## config.mk

```make
export PLATFORM = sky130hd
export DESIGN_NAME = mem_arbiter
export DESIGN_NICKNAME = d
export VERILOG_FILES = /design/src/rtl/mem_arbiter_pkg.sv /design/src/rtl/mem_rr_pick.sv /design/src/rtl/mem_arbiter.sv
export SDC_FILE = /design/constraint.sdc
export NUM_CORES = 1
export LEC_CHECK = 0
export CORE_MARGIN = 2
export CORE_UTILIZATION = 45
export DETAILED_ROUTE_END_ITERATION = 16
export HOLD_SLACK_MARGIN = 0.06
export PLACE_DENSITY = 0.86
export SYNTH_ARGS = -nofsm -noshare
export SYNTH_HDL_FRONTEND = slang
export SYNTH_SLANG_ARGS = --single-unit
```

## constraint.sdc

```tcl
create_clock -name clk -period 3.6 [get_ports clk]
set_input_delay 0.72 -clock clk [delete_from_list [all_inputs] [get_ports clk]]
set_output_delay 0.72 -clock clk [all_outputs]
set_load 0.1 [all_outputs]
```

## src/rtl/mem_arbiter_pkg.sv

```systemverilog
// rtl/mem_arbiter_pkg.sv - shared state encoding and port ids for the memory arbiter
package mem_arbiter_pkg;

  typedef enum logic [1:0] {
    S_IDLE   = 2'd0,
    S_ACCESS = 2'd1,
    S_WAIT   = 2'd2,
    S_DONE   = 2'd3
  } state_t;

  localparam logic PORT_CPU = 1'b0;
  localparam logic PORT_DMA = 1'b1;

endpackage

```

## src/rtl/mem_rr_pick.sv

```systemverilog
// rtl/mem_rr_pick.sv - combinational two-way round-robin pick
module mem_rr_pick
  import mem_arbiter_pkg::*;
(
  input  logic [1:0] req,
  input  logic       last,
  output logic       winner,
  output logic [1:0] gnt
);

  always_comb begin
    winner = PORT_CPU;
    if (req == 2'b11)
      winner = ~last;
    else if (req[1])
      winner = PORT_DMA;
    gnt = 2'b00;
    if (req != 2'b00)
      gnt = (winner == PORT_DMA) ? 2'b10 : 2'b01;
  end

endmodule

```

## src/rtl/mem_arbiter.sv

```systemverilog
// rtl/mem_arbiter.sv - two-port (CPU/DMA) single-outstanding memory arbiter
// with round-robin grant and a wait-for-ready timeout.
module mem_arbiter
  import mem_arbiter_pkg::*;
#(
  parameter int AW      = 16,
  parameter int DW      = 16,
  parameter int TIMEOUT = 15
) (
  input  logic          clk,
  input  logic          rst_n,
  input  logic          cpu_req,
  input  logic          cpu_we,
  input  logic [AW-1:0] cpu_addr,
  input  logic [DW-1:0] cpu_wdata,
  output logic          cpu_gnt,
  output logic          cpu_done,
  output logic          cpu_err,
  output logic [DW-1:0] cpu_rdata,
  input  logic          dma_req,
  input  logic          dma_we,
  input  logic [AW-1:0] dma_addr,
  input  logic [DW-1:0] dma_wdata,
  output logic          dma_gnt,
  output logic          dma_done,
  output logic          dma_err,
  output logic [DW-1:0] dma_rdata,
  output logic          mem_en,
  output logic          mem_we,
  output logic [AW-1:0] mem_addr,
  output logic [DW-1:0] mem_wdata,
  input  logic [DW-1:0] mem_rdata,
  input  logic          mem_ready
);

  localparam logic [7:0] TO = 8'(TIMEOUT);

  state_t        state;
  logic          port;
  logic          last;
  logic          abort;
  logic          lat_we;
  logic [AW-1:0] lat_addr;
  logic [DW-1:0] lat_wdata;
  logic [7:0]    wait_cnt;
  logic          winner;
  logic [1:0]    pick_gnt;
  logic          active;
  logic          granting;
  logic [DW-1:0] fill;

  mem_rr_pick u_pick (
    .req    ({dma_req, cpu_req}),
    .last   (last),
    .winner (winner),
    .gnt    (pick_gnt)
  );

  assign active    = (state == S_ACCESS) || (state == S_WAIT);
  assign mem_en    = active;
  assign mem_we    = active & lat_we;
  assign mem_addr  = lat_addr;
  assign mem_wdata = lat_wdata;

  // Grant is combinational in IDLE; rst_n gating keeps it quiet while reset is held.
  assign granting = rst_n && (state == S_IDLE);
  assign cpu_gnt  = granting & pick_gnt[0];
  assign dma_gnt  = granting & pick_gnt[1];

  assign cpu_done = (state == S_DONE) && (port == PORT_CPU);
  assign dma_done = (state == S_DONE) && (port == PORT_DMA);
  assign cpu_err  = cpu_done & abort;
  assign dma_err  = dma_done & abort;

  // Writes and aborted accesses leave zero in the requester's read register.
  assign fill = (mem_ready && !lat_we) ? mem_rdata : '0;

  always_ff @(posedge clk or negedge rst_n) begin
    if (!rst_n) begin
      state     <= S_IDLE;
      port      <= PORT_CPU;
      last      <= PORT_DMA;
      abort     <= 1'b0;
      lat_we    <= 1'b0;
      lat_addr  <= '0;
      lat_wdata <= '0;
      wait_cnt  <= '0;
      cpu_rdata <= '0;
      dma_rdata <= '0;
    end else begin
      case (state)
        S_IDLE: begin
          if (pick_gnt != 2'b00) begin
            port     <= winner;
            abort    <= 1'b0;
            wait_cnt <= '0;
            state    <= S_ACCESS;
            if (winner == PORT_DMA) begin
              lat_we    <= dma_we;
              lat_addr  <= dma_addr;
              lat_wdata <= dma_wdata;
            end else begin
              lat_we    <= cpu_we;
              lat_addr  <= cpu_addr;
              lat_wdata <= cpu_wdata;
            end
          end
        end
        S_ACCESS, S_WAIT: begin
          if (mem_ready || (wait_cnt + 8'd1 == TO)) begin
            state <= S_DONE;
            abort <= !mem_ready;
            if (port == PORT_DMA)
              dma_rdata <= fill;
            else
              cpu_rdata <= fill;
          end else begin
            wait_cnt <= wait_cnt + 8'd1;
            state    <= S_WAIT;
          end
        end
        S_DONE: begin
          last  <= port;
          state <= S_IDLE;
        end
        default: state <= S_IDLE;
      endcase
    end
  end

endmodule
```

# Word level (Yosys, flattened, before mapping)
# Index checks and enable logic that the tools add are counted.
# totals
input_bits	87
register_bits	78
# classes
n_mux	17
bitwise_logic	7
n_addsub	1
eq_ne	8
n_reduce_logical	18
# ops
op	count
16-bit two-way mux	3
8-bit two-way mux	2
8-bit one-hot mux with 2 select lines	1
3-bit AND reduction	4
8-bit by 1-bit adder with 8-bit output, second input constant	1
8-bit by 4-bit == test with 1-bit output, second input constant	1
2-bit == test, second input constant	3
1-bit two-way mux	6
2-bit two-way mux	3
2-bit one-hot mux with 3 select lines	1
2-bit nonzero test	3
1-bit AND	5
1-bit logical AND	4
2-bit != test, second input constant	2
2-bit by 1-bit == test with 1-bit output, second input constant	1
1-bit zero test	2
2-bit zero test	1
1-bit logical OR	2
2-bit by 1-bit != test with 1-bit output, second input constant	1
1-bit inverter	2
1-bit one-hot mux with 2 select lines	1
2-bit AND reduction	1
2-bit OR reduction	1

# Depth between registers and ports, before layout
# Gate-level depths: netlist of run 1.
# depth
depth_word	7
mapped_depth	9
depth_no_buf	8

# Hierarchy
# Synthesis of run 1 repeated with hierarchy kept, for this count alone.
# unflattened
cells_unflattened	313
hier_area_um2	3612.2
# by_module_without_submodules
module	instances	area_each_um2	cells_per_inst
mem_arbiter	1	3585.9	309
mem_rr_pick	1	26.3	4

# Least setup slack after synthesis of run 1
# OpenSTA, ideal clock, no wires.
# synth_timing
path_type	input-to-output
startpoint	in dma_req
endpoint	out cpu_gnt
arrival_time_ns	3.449
n_path_buf	2
path_slack_ns	-0.569
cell_stages	4
cell_sequence	a21boi_0 > buf_2 > buf_2 > nor3b_1
# synth_between
elab_chain_cells	5
# synth_rtl
element	line_no	source
start, declared	mem_arbiter.sv:20	input logic dma_req,
2-bit == test / 1-bit two-way mux (equally long branches)	mem_rr_pick.sv:13, mem_rr_pick.sv:15	
1-bit two-way mux	mem_rr_pick.sv:13	if (req == 2'b11)
2-bit two-way mux	mem_rr_pick.sv:19	gnt = (winner == PORT_DMA) ? 2'b10 : 2'b01;
2-bit two-way mux (*)	mem_rr_pick.sv:18	if (req != 2'b00)
1-bit AND (*)	mem_arbiter.sv:67	assign cpu_gnt = granting & pick_gnt[0];
end, declared	mem_arbiter.sv:16	output logic cpu_gnt,
# Mark *: on every way between the ends. The rest lies on a longest branch, timed or not.

# Final worst setup path of run 1
# layout_timing
startpoint	in dma_req
endpoint	out dma_gnt
# layout_between
elab_chain_cells	5
# layout_rtl
element	line_no	source
2-bit == test / 1-bit two-way mux (equally long branches)	mem_rr_pick.sv:13, mem_rr_pick.sv:15	
1-bit two-way mux	mem_rr_pick.sv:13	
2-bit two-way mux	mem_rr_pick.sv:19	
2-bit two-way mux (*)	mem_rr_pick.sv:18	
1-bit AND (*)	mem_arbiter.sv:68	assign dma_gnt = granting & pick_gnt[1];
end, declared	mem_arbiter.sv:24	output logic dma_gnt,
# Marked as above.

==> results.sh, run 1 <==
export IMPL_rows=32
export IMPL_wl_per_cell_um=16.16
export IMPL_final_nets=556
export IMPL_numCtsBuffers=9
export IMPL_ctsResizeCount=0
export IMPL_clock_path_buffers=2
export IMPL_synth_warnings=0
export IMPL_post_cts_buffers=0
export IMPL_async_flop_share_pct=100.0
export IMPL_synth_edf_count=0
export IMPL_initial_core_util_pct=46.16
export IMPL_hold_path_startpoint="mem_addr[13]"
export IMPL_synth_commonest_cells="dfrtp_1 (77), nand2_1 (43), a22o_1 (37)"
export IMPL_postSynthCellCount=308
export IMPL_cp_startpoint="dma_req"
export IMPL_drtPass1Iterations=4
export IMPL_synth_most_common_cell="dfrtp_1"
export IMPL_setup_viol=0
export IMPL_end_kind="primary output"
export IMPL_pin_count=159
export IMPL_dp_hpwl_um=6762
export IMPL_cts_hold_buf=0
export IMPL_fin_tns_setup_ns=0
export IMPL_n_antenna_cell=0
export IMPL_die_x_um=92.57
export IMPL_final_hold_viol_count=0
export IMPL_fmax_ghz=0.3588
export IMPL_drt_initial_drc_count=88
export IMPL_grt_use_total_pct=22.26
export IMPL_die_h_um=92.57
export IMPL_grt_overflow=0
export IMPL_status="finished clean"
export IMPL_maxSlewViolCount=0
export IMPL_r2r_start="wait_cnt[0]"
export IMPL_antenna_found_initial=0
export IMPL_slowest_stage="clkdlybuf4s50_1"
export IMPL_grt_setup_unrepaired="false"
export IMPL_cp_start_kind="input pin"
export IMPL_synth_top_cell_area_share_pct=54.59
export IMPL_placeableCoreArea_sq_um=7647
export IMPL_hp_class="reg2reg"
export IMPL_synth_area_leaders="dfrtp_1 (55%), mux2i_1 (9.9%), a22o_1 (9.2%)"
export IMPL_via_per_inst=5.219
export IMPL_cts_tree="built"
export IMPL_drtAntennaViolNets=0
export IMPL_slew_headroom_pct=31.72
export IMPL_routed_wl_um=9244
export IMPL_yosys_most_used_dff="dfrtp_1"
export IMPL_via_count=2985
export IMPL_post_route_cells_drive_above_1_share_pct=9.787
export IMPL_finalCriticalPeriod_ns=2.787
export IMPL_place_gp_congestion=0.8292
export IMPL_synth_area_sq_um=3530
export IMPL_drv_cap=0
export IMPL_required_ns=2.88
export IMPL_timing_final_crit_share_pct=77.42
export IMPL_hold_slack_ns=0.4815
export IMPL_clk_pin_slew_ns=0.09
export IMPL_areaGrowthSynthToFinish_pct=53.24
export IMPL_yosysSeqAreaShare_pct=55.33
export IMPL_crit_chain="clkdlybuf4s50_1 -> a21boi_4 -> and3_1 -> buf_12"
export IMPL_ys_seq_elements=78
export IMPL_critPathMaxStageDelay_ns=0.56
export IMPL_grt_pass1_wl_um=14860
export IMPL_criticalPathCategory="in2out"
export IMPL_arrival_ns=2.07
export IMPL_clk_latency_ns=0.35
export IMPL_htreeDepth=3
export IMPL_drc_errors=0
export IMPL_tightest_slew_ns=1.021
export IMPL_grt_pass1_vias=3028
export IMPL_avgSynthCellArea_sq_um=11.46
export IMPL_synth_net_count=399
export IMPL_dieArea_sq_um=8568
export IMPL_cts_sinks=78
export IMPL_clock_skew_ns=0.007534
export IMPL_synth_cell_types=43
export IMPL_portBuffers=158
export IMPL_root_buffer="clkbuf_8"
export IMPL_synth_area_leader_cell="dfrtp_1"
export IMPL_crit_fanout=7
export IMPL_grt_start_max_net_pins=79
metrics by stage:
step                      cell area, sq um  cells  util [%]  setup WS [ns]
after floorplan                       3535    308         -        0.02691
after global placement                5229    556     68.37         0.8553
after detailed placement              5229    556     68.37         0.8162
after CTS                             5409    572     70.73         0.8119
after global routing                  5409    572     70.73         0.7659
final                                 5409    572     70.73         0.8128
worst max-delay path, delay by kind of cell:
family,cells,cell delay [ns]
AOI/OAI and AO/OA,1,0.34
buffers and inverters,2,0.74
and+or+nand+nor,1,0.25
area by class of cell:
class	count	area, sq um
clock buffers	9	123.9
clock inverters	7	56.30
fillers	539	2238
inverters	5	18.77
multi-input cells	208	1510
flip-flops and latches	78	1953
well taps	102	127.6
repair buffers	163	1619
registers in the layout, indices dropped and copies added (netlist names):
name	flops
wait_cnt	8
port	1
state	2
last	1
lat_we	1
mem_wdata	16
dma_rdata	16
abort	1
cpu_rdata	16
mem_addr	16
kinds of logic after synthesis:
kind of cell	count (synthesis)	share of synthesized area, %
multiplexers	36	10.24
AND/OR/NAND/NOR	79	11.84
adder cells (fa/ha/maj)	4	1.418
buffers and inverters	22	2.942
AO/OA/AOI/OAI	89	18.22
flip-flops	78	55.34
cells in the final DEF, fill, tap and decap left out, drive strengths merged, types with 2 or more instances in the layout:
master	count
clkbuf	9
a2bb2oi	2
ha	4
nor3b	2
and2	5
a21o	2
nand3	5
clkinv	2
nand3b	2
nor2b	2
buf	15
o211ai	2
a22o	37
mux2i	35
nand2	43
dfrtp	77
nor2	2
or3	2
nor3	5
o21ai	38
nand2b	3
or4	2
and3	2
inv	9
clkdlybuf4s50	148
worst paths after layout:
kind	slack, ns	endpoint	depth (start not counted)
worst max-delay path	0.81	dma_gnt	4
worst min-delay path	0.48	mem_addr[13]	2
worst max register to register	1.28	dma_rdata[10]	7
worst min register to register	0.48	mem_addr[13]	2
max in group asynchronous	2.34	dma_rdata[5]	2
min in group asynchronous	0.63	cpu_rdata[12]	2
layer usage:
layer	up-vias	part of all wire (%)	global-route usage (%)
met5	-	0	0
met4	0	1.5	6.965
met3	10	8.4	7.567
met2	113	50	37.47
met1	1431	40	27.01
li1	1431	-	-
Power of run 1 is not shown: default switching activity piles up to over one toggle a cycle in this logic, so the estimate is an artifact.
==> run 2, diff against run 1 <==
- CORE_UTILIZATION: 45 -> 38
- PLACE_DENSITY: 0.86 -> 0.77
- clock period: 3.6 -> 2.25 ns (I/O delays scaled with it)
==> run 2 against run 1 <==
  * First-iteration DRC count stayed put
  * Cell area grew 1.9%
  * Clock-buffer cell count is the same
  * Die area is 18% higher
  * Register-to-register slack worse by 1.2 ns
  * Clock skew increased by 0.0059 ns
  * Via count is 2.9% higher
  * Largest cell class unchanged
  * Highest routed layer unchanged
==> results.sh, run 2 (same netlist as run 1, synthesis figures left out) <==
export IMPL_placeableCoreArea_sq_um=9109
export IMPL_grt_pass1_vias=3108
export IMPL_tightest_slew_ns=0.7501
export IMPL_cp_start_kind="flop"
export IMPL_initial_core_util_pct=38.75
export IMPL_drt_initial_drc_count=88
export IMPL_via_count=3071
export IMPL_die_x_um=100.4
export IMPL_portBuffers=158
export IMPL_final_cell_area_sq_um=5510
export IMPL_final_hold_viol_count=0
export IMPL_r2r_setup_slack_ns=0.07
export IMPL_antenna_found_initial=0
export IMPL_drc_errors=0
export IMPL_slew_headroom_pct=49.99
export IMPL_dpl_cell_area_sq_um=5239
export IMPL_maxSlewViolCount=0
export IMPL_criticalPathCategory="reg2reg"
export IMPL_die_h_um=100.4
export IMPL_grt_start_max_net_pins=68
export IMPL_routed_wl_um=9448
export IMPL_final_nets=566
export IMPL_rows=35
export IMPL_grt_use_total_pct=18.91
export IMPL_place_gp_congestion=0.8251
export IMPL_areaGrowthSynthToFinish_pct=56.11
export IMPL_crit_fanout=8
export IMPL_wl_per_cell_um=15.99
export IMPL_dp_hpwl_um=6739
export IMPL_required_ns=2.49
export IMPL_arrival_ns=2.42
export IMPL_root_buffer="clkbuf_8"
export IMPL_finalCriticalPeriod_ns=2.182
export IMPL_drtAntennaViolNets=0
export IMPL_status="finished clean"
export IMPL_grt_overflow=0
export IMPL_setup_viol=0
export IMPL_layout_common_cells="clkdlybuf4s50_1 (85), dfrtp_1 (77), buf_4 (74), nand2_1 (43), a22o_1 (37)"
export IMPL_pin_count=159
export IMPL_via_per_inst=5.196
export IMPL_cts_tree="built"
export IMPL_grt_pass1_wl_um=15150
export IMPL_timing_final_crit_share_pct=96.96
export IMPL_cts_sinks=78
export IMPL_drv_cap=0
export IMPL_htreeDepth=3
export IMPL_clock_path_buffers=2
export IMPL_end_kind="flop"
export IMPL_clk_latency_ns=0.35
export IMPL_numCtsBuffers=9
export IMPL_post_route_cells_drive_above_1_share_pct=25.83
export IMPL_fmax_ghz=0.4584
export IMPL_clock_skew_ns=0.01344
export IMPL_hp_class="reg2reg"
export IMPL_drtPass1Iterations=4
export IMPL_layout_commonest_cell="clkdlybuf4s50_1"
export IMPL_clk_pin_slew_ns=0.08
export IMPL_dieArea_sq_um=10080
export IMPL_n_antenna_cell=0
-- run 2: cell type report --
type | count | area (sq um)
Multi-Input combinational cell | 211 | 1597
Sequential cell | 78 | 1953
Tap cell | 111 | 138.9
Clock buffer | 9 | 123.9
Fill cell | 772 | 3598
Inverter | 5 | 18.77
Timing Repair Buffer | 170 | 1617
Clock inverter | 7 | 62.56
-- run 2: final timing paths --
| path | from | to | cells after the start |
|---|---|---|---|
| setup / recovery | wait_cnt[0] | dma_rdata[0] | 8 |
| hold / removal | mem_addr[1] | mem_addr[1] | 2 |
| setup reg to reg | wait_cnt[0] | dma_rdata[0] | 8 |
| hold reg to reg | mem_addr[1] | mem_addr[1] | 2 |
| max in group asynchronous | rst_n | cpu_rdata[3] | 3 |
| min in group asynchronous | rst_n | mem_wdata[1] | 2 |
-- run 2: through the flow --
step	instances	setup slack, ns	hold slack [ns]	util, %	setup TNS [ns]
after floorplan	308	-0.02697	0.1544	-	-0.02697
after global placement	570	0.1390	0.3362	57.51	0
after detailed placement	570	0.04574	0.3404	57.51	0
after CTS	587	0.03456	0.4871	59.67	0
after global routing	591	-0.02356	0.5118	60.49	-0.09762
final	591	0.06846	0.4793	60.49	0
-- run 2: timing repair --
| item | CTS | global route |
|---|---|---|
| setup buffers | 0 | 1 |
| endpoints found under the hold margin | 17 | 0 |
| setup endpoints to repair | 0 | 32 |
| hold buffers | 1 | 0 |
| gates resized for setup | 0 | 3 |
-- run 2: critical path: stages (launching register included) --
cell and delay, ns:
dfrtp_1 0.44, ha_1 0.24, a211o_1 0.31, a211oi_2 0.25, a2bb2oi_2 0.13, o21bai_4 0.18, buf_12 0.15, nand3_4 0.13
a22o_1 0.24
-- run 2: layer usage --
metal,track usage [%],share of wire (%),up-vias
li1,-,-,1460
met1,24.29,43,1488
met2,30.30,49,119
met3,5.780,7.4,4
met4,6.849,0.49,0
met5,0,0,-
Power of run 2 is left out for the same reason.
==> run 3, diff against run 2 <==
- MAX_ROUTING_LAYER: not set -> met4
- SLEW_MARGIN: not set -> 30
==> run 3 against run 2 <==
  * Hold slack hardly changed
  * Clock-buffer cell count stayed put
  * Non-clock buffer count stayed put
  * Critical path depth stayed put
  * Flip-flop and latch count stayed put
  * Critical path type unchanged
  * Worst setup slack worse by 0.0071 ns
  * Wire length is 0.61% higher
  * Die area stayed put
  * Register-to-register slack hardly changed
==> results.sh, run 3 (same netlist as run 1, synthesis figures left out) <==
export IMPL_criticalPathCategory="reg2reg"
export IMPL_drv_cap=0
export IMPL_dp_cells=570
export IMPL_cts_sinks=78
export IMPL_pin_count=159
export IMPL_final_hold_viol_count=0
export IMPL_die_x_um=100.4
export IMPL_n_antenna_cell=0
export IMPL_grt_start_max_net_pins=68
export IMPL_placeableCoreArea_sq_um=9109
export IMPL_grt_use_total_pct=19.51
export IMPL_drc_errors=0
export IMPL_rows=35
export IMPL_initial_core_util_pct=38.75
export IMPL_cts_tree="built"
export IMPL_required_ns=2.49
export IMPL_slew_headroom_pct=50.60
export IMPL_drt_initial_drc_count=84
export IMPL_fmax_ghz=0.4569
export IMPL_clock_path_buffers=2
export IMPL_post_route_cells_drive_above_1_share_pct=25.83
export IMPL_htreeDepth=3
export IMPL_fillerInstances=772
export IMPL_crit_fanout=8
export IMPL_status="finished clean"
export IMPL_wl_met1_um=4104
export IMPL_portBuffers=158
export IMPL_antenna_found_initial=0
export IMPL_crit_end="dma_rdata[0]"
export IMPL_wl_per_cell_um=16.08
export IMPL_instances_no_fill=591
export IMPL_worstRegToRegCells=8
export IMPL_fin_tns_setup_ns=0
export IMPL_setup_viol=0
export IMPL_layout_commonest_cell="clkdlybuf4s50_1"
export IMPL_areaGrowthSynthToFinish_pct=56.11
export IMPL_arrival_ns=2.43
export IMPL_grt_pass1_vias=3110
export IMPL_dp_slack_ns=0.04574
export IMPL_die_h_um=100.4
export IMPL_via_count=3070
export IMPL_tightest_slew_ns=0.7410
export IMPL_hold_slack_ns=0.4792
export IMPL_setup_ws_ns=0.06136
export IMPL_met2_length_um=4633
export IMPL_numCtsBuffers=9
export IMPL_r2r_end="dma_rdata[0]"
export IMPL_r2r_setup_slack_ns=0.06
export IMPL_hp_class="reg2reg"
export IMPL_dp_hpwl_um=6739
export IMPL_dieArea_sq_um=10080
export IMPL_drtPass1Iterations=4
export IMPL_r2r_start="wait_cnt[0]"
export IMPL_routed_wl_um=9506
export IMPL_clk_pin_slew_ns=0.09
export IMPL_layout_common_cells="clkdlybuf4s50_1 (85), dfrtp_1 (77), buf_4 (74), nand2_1 (43), a22o_1 (37)"
export IMPL_cp_start_kind="flop"
export IMPL_clock_skew_ns=0.01636
export IMPL_grt_pass1_wl_um=15150
export IMPL_via_per_inst=5.195
export IMPL_maxSlewViolCount=0
export IMPL_cp_startpoint="wait_cnt[0]"
export IMPL_place_gp_congestion=0.8375
export IMPL_finalCriticalPeriod_ns=2.189
export IMPL_final_nets=566
export IMPL_root_buffer="clkbuf_8"
export IMPL_timing_final_crit_share_pct=97.27
export IMPL_drtAntennaViolNets=0
export IMPL_clk_latency_ns=0.36
export IMPL_grt_overflow=0
export IMPL_top_layer="met4"
export IMPL_end_kind="flop"
export IMPL_route_met3_wl_um=663
## run 3: cell counts in the layout (fill, tap and decap cells not counted)
No cell type changed its count.
## run 3: layer usage
| layer | GRT usage [%] | up-vias |
|---|---|---|
| met4 | 6.849 | 0 |
| met5 | - | - |
| met2 | 30.46 | 121 |
| met3 | 5.501 | 10 |
| li1 | - | 1459 |
| met1 | 24.43 | 1480 |
## run 3: worst max-delay path: stages, from the launching register on
cell,delay [ns]
dfrtp_1,0.44
ha_1,0.24
a211o_1,0.31
a211oi_2,0.25
a2bb2oi_2,0.14
o21bai_4,0.18
buf_12,0.15
nand3_4,0.13
a22o_1,0.24
## run 3: what timing repair did
item / 4_1_cts / 5_1_grt
hold buffers: 1 / 0
hold endpoints to repair: 17 / 0
setup endpoints to repair: 0 / 32
buffers inserted: 0 / 1
resized for setup: 0 / 3
## run 3: final cells by class
type | instances | area (sq um) | share of cell area (%)
clock buffer | 9 | 123.9 | 2.248
timing repair buffer | 170 | 1617 | 29.34
clock inverter | 7 | 62.56 | 1.135
sequential | 78 | 1953 | 35.45
tap | 111 | 138.9 | 2.520
multi-input combinational | 211 | 1597 | 28.97
inverter | 5 | 18.77 | 0.3406
## run 3: worst min-delay path by stage
stage / slack, ns / start / depth (start not counted) / end
global route: 0.51 / rst_n / 2 / mem_wdata[9]
finish: 0.48 / mem_addr[1] / 2 / mem_addr[1]
CTS: 0.49 / rst_n / 2 / mem_wdata[9]
global placement: 0.34 / rst_n / 1 / mem_wdata[9]
detailed placement: 0.34 / rst_n / 1 / mem_wdata[9]
floorplan: 0.15 / rst_n / 0 / abort
## run 3: metrics by stage
stage	instance area, sq um	util, %
after floorplan	3571	-
after global placement	5239	57.51
after detailed placement	5239	57.51
after CTS	5435	59.67
after global routing	5510	60.49
final	5510	60.49
Power of run 3 is left out for the same reason.
